$ cat config.mk
export PLATFORM = sky130hd
export DESIGN_NAME = register_file_mp
export DESIGN_NICKNAME = d
export VERILOG_FILES = /design/src/rtl/reg_file_pkg.sv /design/src/rtl/regf_read_port.sv /design/src/rtl/register_file_mp.sv
export SDC_FILE = /design/constraint.sdc
export NUM_CORES = 1
export LEC_CHECK = 0
export BUFFER_PORTS_ARGS = -buffer_cell sky130_fd_sc_hd__clkbuf_2
export CAP_MARGIN = 20
export CORE_UTILIZATION = 40
export DETAILED_ROUTE_END_ITERATION = 16
export GPL_TIMING_DRIVEN = 0
export PLACE_DENSITY = 0.58
export SETUP_SLACK_MARGIN = 0.4
export SLEW_MARGIN = 0
export SYNTH_ARGS = -nofsm -noshare
export SYNTH_HDL_FRONTEND = slang
export SYNTH_SLANG_ARGS = --single-unit
export TNS_END_PERCENT = 10
$ cat constraint.sdc
create_clock -name clk -period 4.32 [get_ports clk]
set_clock_uncertainty 0.15 [all_clocks]
set_input_delay 0.864 -clock clk [delete_from_list [all_inputs] [get_ports clk]]
set_output_delay 0.864 -clock clk [all_outputs]
set_load 0.005 [all_outputs]
$ cat src/rtl/reg_file_pkg.sv
// Shared defaults and flattened-port indexing helper for the multi-port register file.
package reg_file_pkg;

    localparam int unsigned DEF_DATA_W = 16;
    localparam int unsigned DEF_ADDR_W = 4;
    localparam int unsigned DEF_N_RD   = 2;

    // Low bit index of field 'port' inside a flattened vector of 'width'-bit fields
    function automatic int unsigned regf_slice(input int unsigned port, input int unsigned width);
        return port * width;
    endfunction

endpackage

$ cat src/rtl/regf_read_port.sv
// One registered read port: entry mux, write bypass, zero-register override, output flops.
module regf_read_port
    import reg_file_pkg::*;
#(
    parameter int unsigned DATA_W  = DEF_DATA_W,
    parameter int unsigned ADDR_W  = DEF_ADDR_W,
    parameter bit          BYPASS  = 1'b1,
    parameter bit          R0_ZERO = 1'b0
) (
    input  logic                 clk,
    input  logic                 rst,
    input  logic [ADDR_W-1:0]    ra,
    input  logic [DATA_W-1:0]    mem [2**ADDR_W],
    input  logic [2**ADDR_W-1:0] busy,
    input  logic [2**ADDR_W-1:0] busy_nxt,
    input  logic                 we0,
    input  logic [ADDR_W-1:0]    wa0,
    input  logic [DATA_W-1:0]    wd0,
    input  logic                 we1,
    input  logic [ADDR_W-1:0]    wa1,
    input  logic [DATA_W-1:0]    wd1,
    output logic [DATA_W-1:0]    rd,
    output logic                 rbusy
);

    logic              hit0;
    logic              hit1;
    logic [DATA_W-1:0] data_nxt;
    logic              busy_rd;

    // Select stored or forwarded data and the matching busy view
    always_comb begin
        hit0     = we0 && (wa0 == ra);
        hit1     = we1 && (wa1 == ra);
        data_nxt = mem[ra];
        busy_rd  = busy[ra];
        if (BYPASS) begin
            if (hit1) begin
                data_nxt = wd1;
            end else if (hit0) begin
                data_nxt = wd0;
            end
            // A forwarded write also forwards its busy clear (or a same-cycle re-reserve)
            if (hit0 || hit1) begin
                busy_rd = busy_nxt[ra];
            end
        end
        if (R0_ZERO && (ra == '0)) begin
            data_nxt = '0;
            busy_rd  = 1'b0;
        end
    end

    // Output register; reset discards any read issued in the reset cycle
    always_ff @(posedge clk) begin
        if (rst) begin
            rd    <= '0;
            rbusy <= 1'b0;
        end else begin
            rd    <= data_nxt;
            rbusy <= busy_rd;
        end
    end

endmodule

$ cat src/rtl/register_file_mp.sv
// Multi-port register file: storage, prioritised writes, busy scoreboard, N registered read ports.
module register_file_mp
    import reg_file_pkg::*;
#(
    parameter int unsigned DATA_W  = DEF_DATA_W,
    parameter int unsigned ADDR_W  = DEF_ADDR_W,
    parameter int unsigned N_RD    = DEF_N_RD,
    parameter bit          BYPASS  = 1'b1,
    parameter bit          R0_ZERO = 1'b0
) (
    input  logic                   clk,
    input  logic                   rst,
    input  logic [N_RD*ADDR_W-1:0] ra,
    output logic [N_RD*DATA_W-1:0] rd,
    output logic [N_RD-1:0]        rbusy,
    input  logic                   we0,
    input  logic [ADDR_W-1:0]      wa0,
    input  logic [DATA_W-1:0]      wd0,
    input  logic                   we1,
    input  logic [ADDR_W-1:0]      wa1,
    input  logic [DATA_W-1:0]      wd1,
    input  logic                   rsv_en,
    input  logic [ADDR_W-1:0]      rsv_addr
);

    localparam int unsigned DEPTH = 2 ** ADDR_W;

    logic [DATA_W-1:0] mem [DEPTH];
    logic [DEPTH-1:0]  busy;
    logic [DEPTH-1:0]  busy_nxt;
    logic              we0_ok;
    logic              we1_ok;
    logic              rsv_ok;

    // Drop writes and reservations aimed at the hard-wired zero entry
    always_comb begin
        we0_ok = we0;
        we1_ok = we1;
        rsv_ok = rsv_en;
        if (R0_ZERO) begin
            we0_ok = we0   && (wa0 != '0);
            we1_ok = we1   && (wa1 != '0);
            rsv_ok = rsv_en && (rsv_addr != '0);
        end
    end

    // Scoreboard update: writes clear, then a reservation (newer producer) sets
    always_comb begin
        busy_nxt = busy;
        if (we0_ok) begin
            busy_nxt[wa0] = 1'b0;
        end
        if (we1_ok) begin
            busy_nxt[wa1] = 1'b0;
        end
        if (rsv_ok) begin
            busy_nxt[rsv_addr] = 1'b1;
        end
    end

    // Scoreboard register
    always_ff @(posedge clk) begin
        if (rst) begin
            busy <= '0;
        end else begin
            busy <= busy_nxt;
        end
    end

    // Storage; port 1 wins an address collision with port 0
    always_ff @(posedge clk) begin
        if (rst) begin
            for (int k = 0; k < DEPTH; k++) begin
                mem[k] <= '0;
            end
        end else begin
            if (we0_ok && !(we1_ok && (wa1 == wa0))) begin
                mem[wa0] <= wd0;
            end
            if (we1_ok) begin
                mem[wa1] <= wd1;
            end
        end
    end

    // Read ports
    for (genvar i = 0; i < N_RD; i++) begin : g_rd
        regf_read_port #(
            .DATA_W  (DATA_W),
            .ADDR_W  (ADDR_W),
            .BYPASS  (BYPASS),
            .R0_ZERO (R0_ZERO)
        ) u_port (
            .clk      (clk),
            .rst      (rst),
            .ra       (ra[regf_slice(i, ADDR_W) +: ADDR_W]),
            .mem      (mem),
            .busy     (busy),
            .busy_nxt (busy_nxt),
            .we0      (we0_ok),
            .wa0      (wa0),
            .wd0      (wd0),
            .we1      (we1_ok),
            .wa1      (wa1),
            .wd1      (wd1),
            .rd       (rd[regf_slice(i, DATA_W) +: DATA_W]),
            .rbusy    (rbusy[i])
        );
    end

endmodule
Word-level counts from Yosys, hierarchy flattened:

Index checks and enable logic that the tools add are counted.

* memories kept: 0
* latch bits: 0
* output and inout port bits: 34
* bits in writable memories: 0
* register bits after elaboration: 306
* ROM bits: 0
* logic and storage cells: 101

* equality and inequality tests: 5
* bitwise gates (word level): 9
* shift-type cells: 0
* add/sub/neg operators: 0
* divide/modulo/power cells: 0
* reduce and logical (&&, ||, !) cells: 14
* multipliers: 0
* order comparisons: 14
* multiplexer cells: 38

Operators by type and width (number)
* $mux W256: 3
* $bwmux W256: 2
* $mux W16: 13
* $bmux W16 S4: 2
* $demux W16 S4: 2
* $and A16 B16 Y16: 2
* $not A16 Y16: 2
* $lt A4 B5 Y1 const B: 5
* $eq A4 B4 Y1: 5
* $ge A5 B5 Y1 const B: 4
* $not A4 Y5: 4
* $bmux W1 S4: 4
* $or A16 B16 Y16: 1
* $demux W1 S4: 3
* $ge A4 B1 Y1 const B: 3
* $logic_and A1 B1 Y1: 11
* $lt A5 B1 Y1 const B: 2
* $mux W1: 9
* $logic_or A1 B1 Y1: 2
* $logic_not A1 Y1: 1

Depth between registers and ports, before layout:

* depth after elaboration: 14
* gate-level depth with buffers: 9

Hierarchy:

Synthesis repeated with hierarchy kept, for this count alone.

* cell total of the unflattened synthesis: 2213
* area, all modules: 19891.6 µm²

By module, submodules not included
* register_file_mp: cells an instance 1685, instances 1, area an instance 13585.5 µm², seq. area each 5445.2 µm²
* regf_read_port: cells an instance 264, instances 2, area an instance 3153.0 µm², seq. area each 340.3 µm²

Least setup slack after synthesis:

Ideal clock, no wire load.

* kind: input to register
* start point: input port ra[4]
* end point: register g_rd[1].u_port.rbusy
* stages on the path: 7
* arrival time: 2.767 ns
* path slack: 1.279 ns
* buffers on the path: 2
* cell sequence: clkbuf_1 -> buf_2 -> mux4_2 -> mux4_2 -> and4_1 -> a31oi_1 -> o41ai_1

* cells in the longest elaborated chain, start to end: 4

RTL lines
* start, declared: RTL line register_file_mp.sv:13 `input logic [N_RD*ADDR_W-1:0] ra,`
* branches (longest 3 deep; another with $bmux W1 S4)
* $mux W1 *: RTL line regf_read_port.sv:44 `if (hit0 || hit1) begin`
* end signal, assigned: RTL line regf_read_port.sv:61 `rbusy <= busy_rd;`
* end, declared: RTL line regf_read_port.sv:23 `output logic rbusy`

Mark *: on every way between the ends. The select of a mux whose other input is x is not followed.
A chain may end at the register's enable or synchronous reset.

Worst setup path after layout:

* start point: input port ra[0]
* end point: register g_rd[0].u_port.rd[11]

* cells in the longest elaborated chain, start to end: 6

RTL lines
* $not A4 Y5 (implied by the code): RTL line regf_read_port.sv:35 `data_nxt = mem[ra];`
* $bmux W16 S4: RTL line regf_read_port.sv:35
* $mux W16 (implied by the code) (2 in series): RTL line regf_read_port.sv:35
* $mux W16: RTL line regf_read_port.sv:40 `end else if (hit0) begin`
* $mux W16 *: RTL line regf_read_port.sv:38 `if (hit1) begin`
* end signal, assigned: RTL line regf_read_port.sv:60 `rd <= data_nxt;`
* end, declared: RTL line regf_read_port.sv:22 `output logic [DATA_W-1:0] rd,`

Mark *: on every way between the ends. The rest lies on a longest branch, timed or not. The select of a mux whose other input is x is not followed.

==> summary.md <==
| Metric | Value |
|---|---|
| Status | `complete, no violations` |
| Die Ht | `~220 um` |
| Max-slew headroom | `between 20% and 30%` |
| Post-Synthesis Net Count | `roughly 1900` |
| Largest net degree at the start of global routing | `14` |
| Most frequent cells in the layout | `nor2_1, dfxtp_1, a211oi_1` |
| Top-area cell type share of the netlist area | `between 30 and 40%` |
| Global-route wire length before repair | `~100 mm` |
| Ys async rst share | `0%` |
| Yosys warns | `0` |
| Final Cycle Share | `approximately 83%` |
| Initial Utilization | `roughly two fifths` |
| CTS buffer count | `36` |
| Power share of the clock group | `~45%` |
| Routed met3 length | `roughly 6.6 mm` |
| # DRC | `0` |
| Max FO, Critical Path | `10` |
| Worst skew pair latency | `0.56 ns` |
| CTS tree | `yes` |
| Wire length on met1 | `roughly 28 mm` |
| Placed Instances | `between 2000 and 2500` |
| Pre-Repair DR Iteration Count | `5` |
| Core Rows | `roughly 80` |
| Seq pwr share | `approximately 42%` |
| Final Power | `about 7.1 mW` |
| Seq/Total Area, Yosys | `about a third` |
| Die area | `roughly 47000 um^2` |
| Met2 WL | `31.3 mm` |
| Crit path launch type | `input pin` |
| Worst EP required | `roughly 4.6 ns` |
| Worst IR Drop VDD | `about 0.29 mV` |
| # fillers | `roughly 4300` |
| GPL Wtd Cong | `0.976` |
| FF+latch count, synth | `roughly 300` |
| RSZ-0062 raised after global routing | `no` |
| Io pins | `roughly 90` |
| Max clock buf depth | `3` |
| Vias per cell | `6.23` |
| Synth Flop Type | `dfxtp_1` |
| Clock slew at reported path FFs | `0.06 ns` |
| Top routing layer in use | `met5` |
| Util after Layout | `a little under half` |
| IO Port Bufs | `45` |
| Syn avg cell area | `10.3 um^2` |
| Post-route insts no fill | `between 2000 and 3000` |
| Final-report hold violation count | `0` |
| Worst Path Arrival | `about 3.9 ns` |
| Layout cell share with drive strength beyond 1 | `between 10% and 20%` |
| Commonest non-fill, non-tap cell in the layout | `nor2_1` |
| Final net count | `approximately 1900` |
| Post-cts sizing count | `0` |
| Iter 0 DRT Violations | `between 1500 and 2000` |
| Mapped Area | `approximately 19000 um^2` |
| Lkg Pwr | `about 8.9 nW` |
| Core Region | `~45000 um^2` |
| Max Cap Viol | `0` |
| EDFF count, synth | `0` |
| Netlist cell types | `between 50 and 60` |
| Root buffer cell | `clkbuf_16` |
| Initial antenna violation count | `4` |
| Tmin final | `3.59 ns` |
| P_int | `5.09 mW` |
| Chip width | `217 um` |
| Final setup fails | `0` |
| Net Sw Power | `a little under 2 mW` |
| Setup ws final | `roughly 0.73 ns` |
| Combinational Power Share | `about an eighth` |
| Clock sink total | `306` |
| Total GRT Usage | `approximately 29%` |
| ANT nets after route | `0` |
| WL/cell | `~27 um` |
| Pre-CTS setup slack | `~0.33 ns` |
| PD cells | `between 300 and 400 nW/um^2` |
| Switching Share | `27.9%` |
| Vias in the first global route | `15600` |
| Post-CTS Setup Inserts | `0` |
| Layout area overhead | `11.7%` |
| Congestion Overflow GR | `0` |
| Class of the worst hold path | `flop to flop` |
| Cell count after synthesis | `1800` |
| Vias | `15600` |
| Detailed placement HPWL | `approximately 54 mm` |
| Post-synth top area cell | `dfxtp_1` |
| Setup TNS | `0 ns` |
| Largest cells by area after synthesis | `dfxtp_1, mux4_2, mux2i_1` |
| Slew Limit Fails | `0` |
| H-tree depth | `2` |
| Critical Path Sink Type | `flop` |
| Peak Freq | `about 280 MHz` |
| Hold Buf Count CTS | `0` |
| Drt total wl | `around 70 mm` |
| WS Path Type | `input pin to flop` |
| Worst Tran Pin Value | `1.17 ns` |
==> power by group through the flow <==
| stage | Sequential, mW | Clock (mW) | Combinational, mW |
|---|---|---|---|
| final | 2.99 | 3.15 | 0.919 |
| after detailed placement | 3.05 | 0 | 0.898 |
| after global routing | 3.00 | 3.29 | 0.969 |
| after CTS | 2.98 | 3.18 | 0.902 |
| after global placement | 3.04 | 0 | 0.884 |
| after floorplan | 3.02 | 0 | 0.612 |
==> state kept, by name (all words and copies together) (netlist names) <==
| register | count |
|---|---|
| mem | 256 |
| g_rd.u_port.rd | 32 |
| busy | 16 |
| g_rd.u_port.rbusy | 2 |
==> cell families (layout without fill, tap and decap cells) <==
kind of cell              Yosys count  count (layout)  synth area share, %
AOI/OAI and AO/OA                 345             345                 13.9
xor gates and xnor gates           17              17                0.804
buffers and inverters             249             358                 6.19
DFF                               306             306                 33.1
muxes                             462             462                 36.5
other                               0               1                    0
and+or+nand+nor                   421             421                 9.47
==> synthesized netlist by cell type, drive strengths merged (2+ instances only) <==
| master | count |
|---|---|
| a31oi | 17 |
| o21ai | 7 |
| nor3 | 7 |
| a2111oi | 2 |
| nand2b | 5 |
| dfxtp | 306 |
| xnor2 | 5 |
| o32ai | 2 |
| a211oi | 290 |
| nor2b | 7 |
| xor2 | 12 |
| a21oi | 2 |
| nand3b | 4 |
| nor3b | 3 |
| nand3 | 11 |
| mux2i | 289 |
| and3 | 4 |
| nand2 | 41 |
| buf | 92 |
| mux4 | 171 |
| inv | 14 |
| mux2 | 2 |
| or2 | 3 |
| nor2 | 327 |
| a221oi | 6 |
| clkbuf | 143 |
| a211o | 3 |
| nor4 | 2 |
| and3b | 4 |
==> layer usage <==
layer,vias up,GRT usage [%]
met5,-,0.938
met4,4,9.34
met3,118,6.48
met2,761,46.2
met1,7811,38.3
li1,6947,-
==> through the flow <==
| step | cell area, um^2 | hold slack (ns) |
|---|---|---|
| 4_1_cts | 20700 | 0.368 |
| 5_1_grt | 20700 | 0.421 |
| 6_report | 20700 | 0.370 |
| 3_5_place_dp | 19500 | 0.360 |
| 3_3_place_gp | 19500 | 0.353 |
| 2_1_floorplan | 18500 | 0.324 |
==> worst max-delay path, cell delays in order <==
cell	delay, ns
clkbuf_1	0.31
buf_4	0.34
buf_2	0.34
xor2_1	0.10
nor4_1	0.58
buf_2	0.42
buf_4	0.31
mux2i_1	0.10
a211oi_1	0.46
==> final timing paths <==
kind	startpoint	cells past startpoint	slack (ns)	end
min reg2reg	busy[4]	2	0.37	busy[4]
max	ra[0]	9	0.73	g_rd[0].u_port.rd[11]
max reg2reg	busy[10]	6	2.15	g_rd[1].u_port.rbusy
min	busy[4]	2	0.37	busy[4]
==> cell type report <==
| class | count | area [um^2] | area share (%) |
|---|---|---|---|
| buffer | 235 | 1090 | 5.29 |
| tap | 600 | 751 | 3.63 |
| timing repair buffer | 45 | 225 | 1.09 |
| clock inverter | 16 | 198 | 0.955 |
| inverter | 14 | 52.6 | 0.254 |
| multi-input combinational | 1245 | 11200 | 54.4 |
| sequential | 306 | 6130 | 29.6 |
| clock buffer | 48 | 996 | 4.81 |
| antenna | 1 | 2.50 | 0.0121 |
No activity file was read; power rests on OpenSTA's default activity.
